==> src/rtl/alu_pkg.sv <==
// Shared ALU definitions: opcode encodings, writeback FSM states, flag layout.
package alu_pkg;

  localparam logic [4:0] ALU_ADD  = 5'b00000;
  localparam logic [4:0] ALU_SUB  = 5'b00001;
  localparam logic [4:0] ALU_MUL  = 5'b00010;
  localparam logic [4:0] ALU_AND  = 5'b00011;
  localparam logic [4:0] ALU_OR   = 5'b00100;
  localparam logic [4:0] ALU_XOR  = 5'b00101;
  localparam logic [4:0] ALU_NOR  = 5'b00110;
  localparam logic [4:0] ALU_SLL  = 5'b00111;
  localparam logic [4:0] ALU_SRL  = 5'b01000;
  localparam logic [4:0] ALU_SRA  = 5'b01001;
  localparam logic [4:0] ALU_SLT  = 5'b01010;
  localparam logic [4:0] ALU_SLTU = 5'b01011;
  localparam logic [4:0] ALU_LUI  = 5'b01100;
  localparam logic [4:0] ALU_DIV  = 5'b01101;
  localparam logic [4:0] ALU_REM  = 5'b01110;
  localparam logic [4:0] ALU_RSVD = 5'b01111;
  localparam logic [4:0] ALU_FADD = 5'b10000;
  localparam logic [4:0] ALU_FSUB = 5'b10001;

  typedef enum logic [1:0] {
    IDLE  = 2'd0,
    WR_LO = 2'd1,
    WR_HI = 2'd2
  } wb_state_t;

  typedef struct packed {
    logic v;
    logic c;
    logic z;
    logic n;
  } flags_t;

endpackage

==> src/rtl/alu_writeback.sv <==
// Writeback stage after the ALU: holds one result, writes it to the register
// file (two beats for a multiply), keeps the V/C/Z/N flags and a retire count.
module alu_writeback
  import alu_pkg::*;
#(
  parameter int XLEN    = 32,
  parameter int RADDR_W = 5,
  parameter int CNT_W   = 32
) (
  input  logic                clk,
  input  logic                rst,
  input  logic                in_valid,
  output logic                in_ready,
  input  logic [2*XLEN-1:0]   in_result,
  input  logic [4:0]          in_alu_control,
  input  logic [RADDR_W-1:0]  in_rd,
  input  logic                in_v,
  input  logic                in_c,
  output logic                rf_we,
  output logic [RADDR_W-1:0]  rf_waddr,
  output logic [XLEN-1:0]     rf_wdata,
  input  logic                rf_ready,
  output logic [3:0]          flags,
  output logic                rd_err,
  output logic [CNT_W-1:0]    wb_count
);

  localparam logic [RADDR_W-1:0] RD_LAST = '1;

  wb_state_t           r_state;
  wb_state_t           w_next;
  logic [2*XLEN-1:0]   r_result;
  logic [4:0]          r_op;
  logic [RADDR_W-1:0]  r_rd;
  logic                r_v;
  logic                r_c;
  flags_t              r_flags;
  logic                r_rd_err;
  logic [CNT_W-1:0]    r_count;

  logic                w_two_beat;
  logic                w_final;
  logic                w_beat_done;
  logic                w_accept;
  logic                w_retire;

  // A multiply needs a hi beat unless rd+1 would fall off the register file.
  assign w_two_beat = (r_op == ALU_MUL) && (r_rd != RD_LAST);

  // Present the current beat, derive handshakes and choose the next state.
  always_comb begin
    rf_we       = 1'b0;
    rf_waddr    = '0;
    rf_wdata    = '0;
    w_final     = 1'b0;
    w_beat_done = 1'b0;
    case (r_state)
      WR_LO: begin
        rf_waddr = r_rd;
        rf_wdata = r_result[XLEN-1:0];
        w_final  = !w_two_beat;
      end
      WR_HI: begin
        rf_waddr = r_rd + RADDR_W'(1);
        rf_wdata = r_result[2*XLEN-1:XLEN];
        w_final  = 1'b1;
      end
      default: ;
    endcase
    // Register 0 is never written; such a beat finishes on its own.
    if (r_state != IDLE) begin
      rf_we       = (rf_waddr != '0);
      w_beat_done = rf_we ? rf_ready : 1'b1;
    end
    in_ready = (r_state == IDLE) || (rf_ready && w_final);
    w_accept = in_valid && in_ready;
    w_retire = w_beat_done && w_final;
    w_next   = r_state;
    case (r_state)
      IDLE:    if (w_accept) w_next = WR_LO;
      WR_LO:   if (w_beat_done) w_next = w_two_beat ? WR_HI : (w_accept ? WR_LO : IDLE);
      WR_HI:   if (w_beat_done) w_next = w_accept ? WR_LO : IDLE;
      default: w_next = IDLE;
    endcase
  end

  // Control state: FSM, flags, sticky error and retire counter.
  always_ff @(posedge clk) begin
    if (rst) begin
      r_state  <= IDLE;
      r_flags  <= '0;
      r_rd_err <= 1'b0;
      r_count  <= '0;
    end else begin
      r_state <= w_next;
      if (w_retire) begin
        r_count <= r_count + CNT_W'(1);
        if (r_op == ALU_ADD || r_op == ALU_SUB)
          r_flags <= '{v: r_v, c: r_c, z: (r_result[XLEN-1:0] == '0), n: r_result[XLEN-1]};
        if (r_op == ALU_MUL && !w_two_beat)
          r_rd_err <= 1'b1;
      end
    end
  end

  // Holding register: captures the ALU result on every accepted transfer.
  always_ff @(posedge clk) begin
    if (w_accept) begin
      r_result <= in_result;
      r_op     <= in_alu_control;
      r_rd     <= in_rd;
      r_v      <= in_v;
      r_c      <= in_c;
    end
  end

  assign flags    = r_flags;
  assign rd_err   = r_rd_err;
  assign wb_count = r_count;

endmodule

==> config.mk <==
export PLATFORM = sky130hd
export DESIGN_NAME = alu_writeback
export DESIGN_NICKNAME = d
export VERILOG_FILES = /design/src/rtl/alu_pkg.sv /design/src/rtl/alu_writeback.sv
export SDC_FILE = /design/constraint.sdc
export NUM_CORES = 1
export LEC_CHECK = 0
export CAP_MARGIN = 20
export CORE_ASPECT_RATIO = 0.8
export CORE_MARGIN = 8
export CORE_UTILIZATION = 50
export CTS_BUF_LIST = sky130_fd_sc_hd__clkbuf_16
export DETAILED_ROUTE_END_ITERATION = 10
export GPL_TIMING_DRIVEN = 0
export PLACE_DENSITY = 0.85
export SYNTH_ARGS = -nofsm -noshare
export SYNTH_HDL_FRONTEND = slang
export SYNTH_SLANG_ARGS = --single-unit
==> constraint.sdc <==
create_clock -name clk -period 10.4 [get_ports clk]
set_clock_uncertainty 0.15 [all_clocks]
set_input_delay 1.56 -clock clk [delete_from_list [all_inputs] [get_ports clk]]
set_output_delay 1.56 -clock clk [all_outputs]
set_load 0.02 [all_outputs]
==> results.toml, run 1 <==
[finish]
finish.instance_area_um2 = 7380
drive_gt1_share_pct = 5.89
diodes = 0
area_delta_synth_final_pct = 45.9
final_nets = 702
instances_no_fill = 768

[placed_design]
dpl.hpwl_mm = 11.6
port-buffer-count = 154
dp.cells = 736
gp_congestion = 0.869
placed_area_um2 = 6780

[sta]
setup_viol = 0
slew_violations = 0
rsz0062_at_grt = "no"
fmax_mhz = 210
min_period_over_period_pct = 45.7
max_slew_margin_pct = 28.3
period_needed_ns = 4.76
worst_pin_slew_ns = 1.07
hold_slack_ns = 0.330
hold_violations = 0
fin_setup_tns_ns = 0

[status]
status = "finished clean"

[power_and_ir_drop]
seqPwrFrac_pct = 41.8
netSwitchingFraction_pct = 24.4
switchingPower_mw = 0.322
intPower_mw = 0.997
p_comb_share_pct = 13.0
power_frac_clock_pct = 45.2
peakVddDrop_mv = 0.149
p_leak_nw = 2.35
p_per_area_nw_per_um2 = 179

[critical_path]
slowest_stage = "clkdlybuf4s50_1"
critical_path.top_delay_family = "buffers and inverters"
crit_buf_inv = 4
crit_type = "flop to primary output"
path_cells = "inv_1 > ha_1 > clkbuf_1 > clkbuf_1 > a22oi_1 > nor2_1 > clkdlybuf4s50_1"
critPathArrivalTime_ns = 3.05
required_ns = 8.69
cp_max_fo = 10
path_common_cell = "clkbuf_1"
start_kind = "flop"
critPathCaptureType = "primary output"
crit_path_max_incr_delay_ns = 0.66

[detailed_routing]
ant_nets = 0
dr.pass1.iters = 5
drc = 0
route.vias.total = 4638
wl_mm = 16.4
vias_per_cell = 6.04
drtIter0Drc = 556
drt-wirelength-per-cell_um = 21.3

[clocking]
ctsHoldBuffers = 0
cts_sinks = 115
clock_latency_ns = 0.42
post-cts-setup-buffers = 0
ctsHtreeMaxLevel = 4
cts_resized = 0
cts_buffers = 17
root_buffer = "clkbuf_16"
cts_tree = "done"
clk_pin_slew_ns = 0.05
clockBufferDepth = 2

[yosys]
synthArstFlopShare_pct = 0
netlist_instances = 442
yosys.area.top_type_share_pct = 45.1
netlist_top_cells_count = "edfxtp_1, nor2_1, dfxtp_1, a21oi_1, a22oi_1"
synth_edf_count = 76
yosysWarnings = 0
syn_area_um2 = 5060
yosys-top-cells-area = "edfxtp_1, dfxtp_1, a22oi_1"
syn-num-nets = 529
ys_ff_latch = 115
seq_area_frac_synth_pct = 60.6
synth_area_leader_cell = "edfxtp_1"
syn_avg_cell_area_um2 = 11.4
yosysMostFrequentCell = "edfxtp_1"
ys.flop_type = "edfxtp_1"
synth_cell_type_count = 44

[die]
die_x_um = 128
initial_core_util_pct = 50.4
coreArea_um2 = 10000
die_y_um = 106
die_area_um2 = 13600
floorplan.rows = 33
io_pins = 156

[grt]
grt_overflow = 0
grt_pass1_vias = 4792
grt_pass1_wl_mm = 25.2
antenna_found_initial = 0
grt_max_degree = 77
grt_usage_pct = 23.9

[job]
drv_cap = 0

[hold_path]
hp-class = "flop to flop"
==> cells in the final DEF (no fill, tap or decap), types with 4 or more instances in the layout <==
cell,synthesis,layout
clkdlybuf4s50_1,0,154
edfxtp_1,76,76
nor2_1,44,44
dfxtp_1,39,39
a21oi_1,34,34
a22oi_1,34,34
or4_1,30,30
o31ai_1,29,29
clkbuf_1,21,21
clkbuf_16,0,17
nand3_1,14,14
nand2_1,12,12
nand4_1,12,12
nor4_1,11,11
inv_1,7,10
nand2b_1,8,8
ha_1,7,7
o21ai_1,6,6
nor3_1,6,6
buf_1,5,5
mux2i_1,5,5
or3_1,5,5
and3_1,4,4
bufinv_16,0,4
==> state kept, by name, indices dropped and copies added (netlist names) <==
| name | flops |
|---|---|
| r_result | 64 |
| wb_count | 32 |
| r_op | 5 |
| r_rd | 5 |
| flags | 4 |
| r_state | 2 |
| r_c | 1 |
| r_v | 1 |
| rd_err | 1 |
==> cell type report <==
type                            instances  area [µm²]
Sequential cell                       115        3060
Fill cell                             654        2660
Multi-Input combinational cell        289        1850
Timing Repair Buffer                  154        1540
Clock buffer                           17         425
Clock inverter                         15         176
Tap cell                              140         175
Buffer                                 30         120
Inverter                                8        30.0
==> power groups by stage <==
stage	clock network [mW]	registers (mW)	logic, mW
final	0.596	0.551	0.172
after floorplan	0	0.553	0.0905
after global placement	0	0.558	0.162
after CTS	0.597	0.551	0.171
after detailed placement	0	0.558	0.169
after global routing	0.617	0.553	0.184
==> routing by layer <==
metal	part of all wire [%]	vias to the layer above	wire [µm]	track usage, %
met4	2.5	0	403	8.89
met1	37	2217	6100	26.6
met5	0	-	0	0
met2	49	286	7950	40.2
met3	12	31	1900	9.90
li1	-	2104	-	-
==> kinds of logic after synthesis <==
family                     synth area share [%]
and+or+nand+nor                            18.5
DFF                                        60.6
AOI/OAI and AO/OA                          14.8
buffers and inverters                      2.97
adders and majority gates                  1.73
muxes                                      1.21
xor gates and xnor gates                  0.173
==> tightest hold or removal path: stages, from the launching register on <==
cell      delay, ns
dfxtp_1        0.31
nand2b_1       0.06
mux2i_1        0.06
==> stage by stage <==
step           setup WS, ns  util [%]  power, mW
6_report               5.64      73.5       1.32
3_5_place_dp           5.86      67.5      0.727
2_1_floorplan          6.21         -      0.644
3_3_place_gp           5.28      67.5      0.720
4_1_cts                5.62      73.5       1.32
5_1_grt                5.50      73.5       1.35
==> path summary, 6_finish.rpt <==
path         startpoint      endpoint  slack, ns  cells past startpoint
max reg2reg     r_rd[0]  wb_count[24]       7.02                     10
min            flags[3]      flags[3]       0.33                      2
min reg2reg    flags[3]      flags[3]       0.33                      2
max          r_state[1]  rf_wdata[10]       5.64                      7
Note: power is estimated with default switching activity, not from simulation.
==> run 2: changes to the inputs <==
--- a/config.mk
+++ b/config.mk
@@ -8,11 +8,11 @@
 export CAP_MARGIN = 20
 export CORE_ASPECT_RATIO = 0.8
 export CORE_MARGIN = 8
-export CORE_UTILIZATION = 50
+export CORE_UTILIZATION = 47
 export CTS_BUF_LIST = sky130_fd_sc_hd__clkbuf_16
 export DETAILED_ROUTE_END_ITERATION = 10
 export GPL_TIMING_DRIVEN = 0
-export PLACE_DENSITY = 0.85
+export PLACE_DENSITY = 0.8
 export SYNTH_ARGS = -nofsm -noshare
 export SYNTH_HDL_FRONTEND = slang
 export SYNTH_SLANG_ARGS = --single-unit
==> constraint.sdc (replaced) <==
create_clock -name clk -period 4.6 [get_ports clk]
set_clock_uncertainty 0.15 [all_clocks]
set_input_delay 0.69 -clock clk [delete_from_list [all_inputs] [get_ports clk]]
set_output_delay 0.69 -clock clk [all_outputs]
set_load 0.02 [all_outputs]
==> run 2 against run 1 <==
Register-to-register slack got worse by 5.8 ns. First-iteration DRC count decreased by 4.1%. Clock power increased by 130%. Critical path depth unchanged. Global-route usage decreased by 2.5 points. Critical path type unchanged. Critical endpoint is now rf_wdata[9].
==> results.toml, run 2 (synthesized netlist as in run 1, its figures left out) <==
[clocking]
cts_sinks = 115
clk_pin_slew_ns = 0.05
ctsHtreeMaxLevel = 4
cts_resized = 0
cts_buffers = 17
clockBufferDepth = 2
clock_latency_ns = 0.42
cts_tree = "done"
ctsHoldBuffers = 0
post-cts-setup-buffers = 0
root_buffer = "clkbuf_16"

[grt]
grt_overflow = 0
antenna_found_initial = 1
grt_max_degree = 77
grt_pass1_wl_mm = 24.2
grt_usage_pct = 21.4
grt_pass1_vias = 4511

[hold_path]
min-delay-start = "flags[3]"
hp-class = "flop to flop"
min_to = "flags[3]"
min_path_cells = 2

[critical_path]
crit_type = "flop to primary output"
timing.rr.end = "wb_count[26]"
path_cells = "inv_1 > ha_1 > clkbuf_1 > clkbuf_1 > a22oi_1 > nor2_1 > clkdlybuf4s50_1"
slowest_stage = "clkdlybuf4s50_1"
cp_max_fo = 10
critical_path.top_delay_family = "buffers and inverters"
r2r-start = "r_rd[0]"
crit_buf_inv = 4
critPathCaptureType = "primary output"
start_kind = "flop"
required_ns = 3.76
r2r_slack_ns = 1.23
r2r_cells = 10
path_common_cell = "clkbuf_1"
critPathArrivalTime_ns = 3.01
crit_path_max_incr_delay_ns = 0.64

[detailed_routing]
wl_mm = 15.6
route.vias.total = 4559
vias_per_cell = 5.91
ant_nets = 0
drc = 0
drt-wirelength-per-cell_um = 20.1
drtIter0Drc = 533
dr.pass1.iters = 6

[sta]
setup_viol = 0
rsz0062_at_grt = "no"
fmax_mhz = 259
max_slew_margin_pct = 28.9
hold_violations = 0
hold_slack_ns = 0.333
min_period_over_period_pct = 83.8
slew_violations = 0
period_needed_ns = 3.85
worst_pin_slew_ns = 1.06
fin_setup_tns_ns = 0

[job]
drv_cap = 0

[finish]
seqCellArea_um2 = 3060
final_nets = 702
finalCoreUtilization_pct = 69.2
regMostFlops = "r_result"
multi_input_area_um2 = 1850
instances_no_fill = 772
diodes = 0
area_delta_synth_final_pct = 46.1
drive_gt1_share_pct = 6.53
layout_commonest_cell = "clkdlybuf4s50_1"
layout_common_cells = "clkdlybuf4s50_1, edfxtp_1, nor2_1"
fillers = 757
largest_reg_flops = 64

[die]
initial_core_util_pct = 47.4
io_pins = 156
die_x_um = 132
coreArea_um2 = 10700
die_area_um2 = 14400
floorplan.rows = 34
die_y_um = 109

[placed_design]
gp_congestion = 0.818
port-buffer-count = 154
dp.cells = 740
dpl.hpwl_mm = 11.3

[power_and_ir_drop]
p_leak_nw = 2.34
p_per_area_nw_per_um2 = 404
peakVddDrop_mv = 0.259
power_mw = 2.98

[status]
status = "finished clean"
[run 2: cell types whose count changed in the layout (fill, tap and decap cells not counted), sizes merged]
| cell | previous run | this run |
|---|---|---|
| inv | 11 | 13 |
| clkinv | 6 | 4 |
| bufinv | 4 | 3 |
| clkinvlp | 2 | 3 |
[run 2: power by group]
part / internal, mW / switching (mW)
Clock: 0.856 / 0.501
Combinational: 0.161 / 0.224
Sequential: 1.20 / 0.0394
[run 2: worst min-delay path: stages, from the launching register on]
cell	delay, ns
dfxtp_1	0.31
nand2b_1	0.07
mux2i_1	0.06
[run 2: worst max path at each step]
stage,cells past startpoint,end,from,slack [ns]
floorplan,7,r_c,r_rd[0],0.75
global placement,7,r_result[17],r_rd[0],0.14
detailed placement,7,rf_wdata[9],r_state[1],1.22
CTS,7,rf_wdata[9],r_state[1],0.74
global route,7,rf_wdata[9],r_state[1],0.55
finish,7,rf_wdata[9],r_state[1],0.75
[run 2: cell type report]
cell class	count	share of cell area, %
flip-flops and latches	115	41.5
plain buffers	30	1.63
repair buffers	154	20.9
clock inverters	15	2.46
inverters	8	0.407
well taps	144	2.44
multi-input cells	289	25.0
clock buffers	17	5.76
[run 2: metrics by stage]
step | instance area, µm² | setup WS (ns)
2_1_floorplan | 5060 | 0.753
3_3_place_gp | 6780 | 0.138
3_5_place_dp | 6780 | 1.22
4_1_cts | 7390 | 0.736
5_1_grt | 7390 | 0.547
6_report | 7390 | 0.746
[run 2: per-layer routing]
metal / part of all wire [%] / global-route usage (%) / wire (µm) / vias up
li1: - / - / - / 2095
met1: 40 / 24.5 / 6210 / 2192
met2: 48 / 35.7 / 7500 / 247
met3: 10 / 10.2 / 1610 / 23
met4: 1.4 / 5.81 / 212 / 2
met5: 0.084 / 0 / 13 / -
